**src/rtl/serial_subtractor_if.sv**
```systemverilog
// serial_subtractor_if: operand and result handshake bundle for serial_subtractor.
//   in_valid/in_ready/a/b        : operand channel (producer -> subtractor)
//   out_valid/out_ready/d/borrow : result channel (subtractor -> consumer)
//   ovf                          : signed overflow, only with SERIAL_SUB_OVF_EN
// Modports: master = producer/consumer side, slave = the subtractor.
interface serial_subtractor_if #(
  parameter int unsigned WIDTH = 4
);
  logic             in_valid;
  logic             in_ready;
  logic [WIDTH-1:0] a;
  logic [WIDTH-1:0] b;
  logic             out_valid;
  logic             out_ready;
  logic [WIDTH-1:0] d;
  logic             borrow;
`ifdef SERIAL_SUB_OVF_EN
  logic             ovf;

  modport master (
    output in_valid, a, b, out_ready,
    input  in_ready, out_valid, d, borrow, ovf
  );
  modport slave (
    input  in_valid, a, b, out_ready,
    output in_ready, out_valid, d, borrow, ovf
  );
`else
  modport master (
    output in_valid, a, b, out_ready,
    input  in_ready, out_valid, d, borrow
  );
  modport slave (
    input  in_valid, a, b, out_ready,
    output in_ready, out_valid, d, borrow
  );
`endif
endinterface

```
**src/rtl/serial_subtractor.sv**
```systemverilog
// serial_subtractor: bit-serial a - b, LSB first, one full-subtractor cell
// plus a borrow flop. One bit per clock over WIDTH cycles.
// Ports:
//   clk  : rising-edge clock
//   rst  : synchronous active-high reset (priority over all handshakes)
//   bus  : serial_subtractor_if.slave (operand and result handshakes)
// Optional feature macro: SERIAL_SUB_OVF_EN adds the registered signed
// overflow flag bus.ovf.
module serial_subtractor #(
  parameter int unsigned WIDTH = 4
) (
  input  logic             clk,
  input  logic             rst,
  serial_subtractor_if.slave bus
);

  localparam int unsigned CNT_W = $clog2(WIDTH);

  typedef enum logic [1:0] {
    IDLE  = 2'd0,
    SHIFT = 2'd1,
    DONE  = 2'd2
  } state_t;

  state_t           state_q;
  logic [WIDTH-1:0] a_q;
  logic [WIDTH-1:0] b_q;
  logic [WIDTH-1:0] res_q;
  logic             bw_q;
  logic [CNT_W-1:0] cnt_q;

  logic             dbit_d;
  logic             bw_d;

`ifdef SERIAL_SUB_OVF_EN
  logic             a_sgn_q;
  logic             b_sgn_q;
  logic             ovf_q;
`endif

  // Full-subtractor cell on the current LSBs of the operand shift registers.
  always_comb begin
    dbit_d = a_q[0] ^ b_q[0] ^ bw_q;
    bw_d   = (~a_q[0] & b_q[0]) | (~(a_q[0] ^ b_q[0]) & bw_q);
  end

  always_ff @(posedge clk) begin
    if (rst) begin
      state_q <= IDLE;
      a_q     <= '0;
      b_q     <= '0;
      res_q   <= '0;
      bw_q    <= 1'b0;
      cnt_q   <= '0;
`ifdef SERIAL_SUB_OVF_EN
      a_sgn_q <= 1'b0;
      b_sgn_q <= 1'b0;
      ovf_q   <= 1'b0;
`endif
    end else begin
      case (state_q)
        IDLE: begin
          // in_ready is IDLE & ~rst, and rst is low here.
          if (bus.in_valid) begin
            state_q <= SHIFT;
            a_q     <= bus.a;
            b_q     <= bus.b;
            res_q   <= '0;
            bw_q    <= 1'b0;
            cnt_q   <= '0;
`ifdef SERIAL_SUB_OVF_EN
            a_sgn_q <= bus.a[WIDTH-1];
            b_sgn_q <= bus.b[WIDTH-1];
            ovf_q   <= 1'b0;
`endif
          end
        end
        SHIFT: begin
          a_q   <= a_q >> 1;
          b_q   <= b_q >> 1;
          // Enter at the MSB; after WIDTH shifts bit 0 has reached position 0.
          res_q <= {dbit_d, res_q[WIDTH-1:1]};
          bw_q  <= bw_d;
          if (cnt_q == CNT_W'(WIDTH - 1)) begin
            state_q <= DONE;
`ifdef SERIAL_SUB_OVF_EN
            // dbit_d is the final result MSB on this cycle.
            ovf_q   <= (a_sgn_q != b_sgn_q) & (dbit_d != a_sgn_q);
`endif
          end else begin
            cnt_q <= cnt_q + CNT_W'(1);
          end
        end
        DONE: begin
          if (bus.out_ready) begin
            state_q <= IDLE;
          end
        end
        default: begin
          state_q <= IDLE;
        end
      endcase
    end
  end

  assign bus.in_ready  = (state_q == IDLE) & ~rst;
  assign bus.out_valid = (state_q == DONE);
  assign bus.d         = res_q;
  assign bus.borrow    = bw_q;
`ifdef SERIAL_SUB_OVF_EN
  assign bus.ovf       = ovf_q;
`endif

endmodule

```
**src/flat_wrapper.sv**
```systemverilog
// flat-port wrapper written by rule: the top's interface ports become plain ports
module serial_subtractor_flat 
#(
  parameter int unsigned WIDTH = 4
)
  (clk, rst, bus_in_valid, bus_a, bus_b, bus_out_ready, bus_in_ready, bus_out_valid, bus_d, bus_borrow);
  serial_subtractor_if #(.WIDTH(WIDTH)) bus_i ();
  input  logic clk;
  input  logic rst;
  input wire logic [$bits(bus_i.in_valid)-1:0] bus_in_valid;
  input wire logic [$bits(bus_i.a)-1:0] bus_a;
  input wire logic [$bits(bus_i.b)-1:0] bus_b;
  input wire logic [$bits(bus_i.out_ready)-1:0] bus_out_ready;
  output wire logic [$bits(bus_i.in_ready)-1:0] bus_in_ready;
  output wire logic [$bits(bus_i.out_valid)-1:0] bus_out_valid;
  output wire logic [$bits(bus_i.d)-1:0] bus_d;
  output wire logic [$bits(bus_i.borrow)-1:0] bus_borrow;
  assign bus_i.in_valid = bus_in_valid;
  assign bus_i.a = bus_a;
  assign bus_i.b = bus_b;
  assign bus_i.out_ready = bus_out_ready;
  assign bus_in_ready = bus_i.in_ready;
  assign bus_out_valid = bus_i.out_valid;
  assign bus_d = bus_i.d;
  assign bus_borrow = bus_i.borrow;
  serial_subtractor #(.WIDTH(WIDTH)) u_core (.clk(clk), .rst(rst), .bus(bus_i));
endmodule
```
**config.mk**
```make
export PLATFORM = sky130hd
export DESIGN_NAME = serial_subtractor_flat
export DESIGN_NICKNAME = d
export VERILOG_FILES = /design/src/rtl/serial_subtractor_if.sv /design/src/rtl/serial_subtractor.sv /design/src/flat_wrapper.sv
export SDC_FILE = /design/constraint.sdc
export NUM_CORES = 1
export LEC_CHECK = 0
export CAP_MARGIN = 0
export CORE_ASPECT_RATIO = 0.6
export CORE_UTILIZATION = 30
export CTS_CLUSTER_SIZE = 12
export DETAILED_ROUTE_END_ITERATION = 16
export MAX_ROUTING_LAYER = met4
export SLEW_MARGIN = 5
export SYNTH_ARGS = -nofsm -noshare
export SYNTH_HDL_FRONTEND = slang
export SYNTH_SLANG_ARGS = --single-unit
export TNS_END_PERCENT = 1
```
**constraint.sdc**
```tcl
create_clock -name clk -period 3.3 [get_ports clk]
set_input_delay 0.66 -clock clk [delete_from_list [all_inputs] [get_ports clk]]
set_output_delay 0.66 -clock clk [all_outputs]
set_load 0.005 [all_outputs]
```
After elaboration in Yosys (flattened, before gate mapping)

Cells that the tools add are included.

Register bits after elaboration: 17
Bits of input ports: 12
Output and inout port bits: 7
Word-level logic and storage cells: 43

Add/subtract/negate cells: 1
Equality and inequality tests: 7
Muxes and demuxes: 15
Bitwise gates (word level): 9
Reductions and logical operators: 5

Operator list:

| cell                  | number |
|---|---|
| $pmux W4 S2           | 3 |
| $mux W4               | 3 |
| $mux W2               | 5 |
| $ne A2 B2 Y1 const B  | 3 |
| $pmux W2 S3           | 1 |
| $reduce_and A3 Y1     | 2 |
| $eq A2 B2 Y1 const B  | 2 |
| $pmux W2 S2           | 1 |
| $and A1 B1 Y1         | 3 |
| $not A1 Y1            | 3 |
| $add A2 B1 Y2 const B | 1 |
| $eq A2 B1 Y1 const B  | 1 |
| $logic_not A2 Y1      | 1 |
| $ne A2 B1 Y1 const B  | 1 |
| $pmux W1 S2           | 1 |
| $reduce_and A2 Y1     | 1 |
| $reduce_bool A2 Y1    | 1 |
| $xor A1 B1 Y1         | 2 |
| $mux W1               | 1 |
| $or A1 B1 Y1          | 1 |

Depth between registers and ports, before layout

Depth in word-level cells: 5
Depth in mapped cells: 5

Worst setup path before layout

No wires, ideal clock.

Path type: input to output
Start: input rst
End: output bus_in_ready
Data arrival time: 1.014 ns
Required time: 2.640 ns
Slack: 1.626 ns
Stages: 2
Buffers on the path: 1
Cell sequence: clkbuf_2 -> nor3_1

Word-level cells in the longest chain between the ends: 2

Ends and longest elaborated chain:

| item            | RTL line                 | text |
|---|---|---|
| start, declared | flat_wrapper.sv:9        | `input logic rst;` |
| $not A1 Y1      | serial_subtractor.sv:106 | `assign bus.in_ready = (state_q == IDLE) & ~rst;` |
| $and A1 B1 Y1   | serial_subtractor.sv:106 |  |
| end, declared   | flat_wrapper.sv:14       | `output wire logic [$bits(bus_i.in_ready)-1:0] bus_in_ready;` |

Every way passes these cells.

Worst setup path in the final report

Ends and elaborated chain as after synthesis.

==> impl_metrics.ini <==
[clock_network]
clock_tree_from_tritoncts = yes
tritoncts_num_sinks = 17
post_cts_hold_buffer_count = 0
clk_pin_slew_ps = 60
cts-root-buf = clkbuf_8
post_cts.resized_instances = 0
clock_tree.htree_level_count = 1
cts_max_path_buffers = 2
post_cts_buffers = 0
clkLatencyLatePin_ps = 250
tritoncts.num_buffers = 3

[sta]
finalCritPeriodShare = 0.7393
setup-tns-final_ps = 0
maxSlewViolCount = 0
finalCriticalPeriod_ps = 2440
setup_repair_after_global_routing_missed_its_margin = false
max-slew-margin-rel = 0.6713
fin_skew_ps = 4.582
worst_pin_slew_ps = 492.4
timing.fmax_mhz = 409.9
final_hold_viol_count = 0
finalSetupViolations = 0

[worst_setup_path]
crit_chain = clkdlybuf4s50_1, nor3_1, clkdlybuf4s50_1
critical_path.endpoint_type = output pin
worst-endpoint-arrival_ps = 1780
worst-path-buf-inv = 2
critical-path-top-delay-family = buffers and inverters
worst_path_max_delay_cell = clkdlybuf4s50_1
slowest_delay_ps = 530
worst_ep_required_time_ps = 2640
critPathKind = in2out
critPathMaxFanout = 2
worstSetupStartpointType = input port
critPathMostFrequentCell = clkdlybuf4s50_1

[cells_and_area]
most_common_library_cell_in_the_layout_ignoring_fill_and_taps = clkdlybuf4s50_1
finalNetCount = 115
final_layout_size_suffix_gt1_frac = 0.1800
stdcell_area_um2 = 1056
layout_common_cells = clkdlybuf4s50_1 (18), dfxtp_1 (17), nor2_1 (11), mux2i_1 (7)
area_growth_pct = 27.11
num_antenna_cells = 0

[power_and_ir_drop]
swShare = 0.2489
part_of_the_power_in_the_clock_network = 0.338
combPwrFrac = 0.157
p_sw_uw = 112.7
power.ir.vdd_worst_mv = 0.2359
static-leakage-power_uw = 0.0003927
final_total_power_uw = 452.8
internal-power_uw = 340.1
power_per_cell_area_nw_per_um2 = 428.7
p_seq_frac = 0.505

[synthesis]
dominant_combinational_cell_family_by_area_after_synthesis = compound AO/OA/AOI/OAI gates
synthAdderAreaFrac = 0.03916
synthesis.instances = 82
post_synth_instance_area_um2 = 830.8
synth_simple_gate_area_share = 0.1642
synth.lib_cells_used.distinct = 26
synth_enable_flop_cells = 0
post_synth_xor_area_fraction = 0
yosys_warnings = 0
synth_compound_gate_area_share = 0.2169
async_set_or_reset_flop_fraction_in_the_synthesized_netlist = 0
dominantRegCellSynth = dfxtp_1
syn-num-nets = 96
synthMuxAreaShare = 0.08434
synth_seq_cells = 17
synthesis.area_per_instance_um2 = 10.13
yosysSeqAreaShare = 0.4096

[grt]
grt_use_total = 0.1186
grt_pass1_vias = 567
grt_max_degree = 18
global_route_wire_length_before_repair_um = 2642
grt_antenna_before_repair = 0
grt_remaining_overflow = 0

[die]
die_area_um2 = 2990
design.portCount = 19
chipWidth_um = 69.94
initial_utilization = 0.3249
row_count = 14
floorplan.die.height_um = 42.76
core-area_um2 = 2557

[place]
postPlaceCellArea_um2 = 1010
routabilityCongestion = 0.6687
place.port_buffers = 18
hpwl_um = 1131

[drt]
routed-via-count = 611
initialDrtViolationCount = 24
drtPass1Iterations = 3
detail_route.vias_per_cell = 4.629
ant_nets = 0
detail_route.wl_per_cell_um = 12.04
drc = 0
total_wire_length_um = 1589

[status]
status = finished clean

[hold_path]
hold_path_class = reg2reg

[run]
drv.max_cap_violation_count = 0
-- cell usage after synthesis (2+ instances only) --
| cell | instances | share of area |
|---|---|---|
| a31oi_1 | 2 | 0.015 |
| a211oi_2 | 6 | 0.090 |
| a22oi_1 | 6 | 0.054 |
| nand2_1 | 2 | 0.0090 |
| dfxtp_1 | 17 | 0.41 |
| nor2_2 | 4 | 0.030 |
| inv_1 | 4 | 0.018 |
| nand3_1 | 2 | 0.012 |
| a21oi_1 | 3 | 0.018 |
| buf_6 | 2 | 0.027 |
| nor3_1 | 2 | 0.012 |
| nor2b_1 | 2 | 0.015 |
| mux2i_1 | 7 | 0.084 |
| nor2_1 | 11 | 0.050 |
-- worst paths after layout --
kind                     start            end  slack, ps  depth (start not counted)
max                        rst   bus_in_ready        860                          3
min              u_core.a_q[3]  u_core.a_q[3]        490                          2
max reg2reg  u_core.state_q[0]  u_core.a_q[2]       1750                          4
min reg2reg      u_core.a_q[3]  u_core.a_q[3]        490                          2
-- cell type report --
cell class | instances | area (um^2)
clock buffers | 3 | 41.29
clock inverters | 1 | 5.005
fillers | 263 | 1501
inverters | 4 | 15.01
multi-input cells | 55 | 419.2
flip-flops and latches | 17 | 340.3
well taps | 32 | 40.04
repair buffers | 20 | 195.2
-- worst reg2reg max path: stages (launching register included) --
cell	delay, ps
dfxtp_1	630
buf_4	260
o21ba_4	290
nor2_1	80
a211oi_2	210
-- flip-flops by register name (all words and copies together) (netlist names) --
name / flops
u_core.cnt_q: 2
u_core.state_q: 2
u_core.bus.borrow: 1
u_core.bus.d: 4
u_core.a_q: 4
u_core.b_q: 4
-- routing by layer --
metal	vias to the layer above	routed length, um	part of all wire	track usage
li1	325	-	-	-
met2	12	621	0.39	0.1635
met5	-	0	0	-
met1	274	891	0.56	0.1681
met3	0	77	0.048	0.05226
met4	0	0	0	0
-- stage by stage --
step	cells	hold slack, ps	setup WS [ps]	util
2_1_floorplan	82	453.7	1626	-
3_3_place_gp	128	464.4	845.2	0.3948
3_5_place_dp	128	482.5	853.6	0.3948
4_1_cts	132	491.8	853.6	0.4129
5_1_grt	132	511.7	795.5	0.4129
6_report	132	485.3	860.2	0.4129
-- kinds of logic (layout without fill, tap and decap cells) --
kind of cell,after synthesis,count (layout)
simple gates,26,26
compound gates,20,20
flops,17,17
buf+inv,10,28
mux,7,7
fa+ha+maj,2,2
-- power by group through the flow --
stage / Combinational [uW] / Clock, uW / Sequential [uW]
final: 71.3 / 153 / 228
after global routing: 79.3 / 172 / 230
after CTS: 72.0 / 158 / 228
after detailed placement: 71.6 / 0 / 233
after global placement: 70.6 / 0 / 233
after floorplan: 54.5 / 0 / 228
Power figures use the tool's default switching activity.
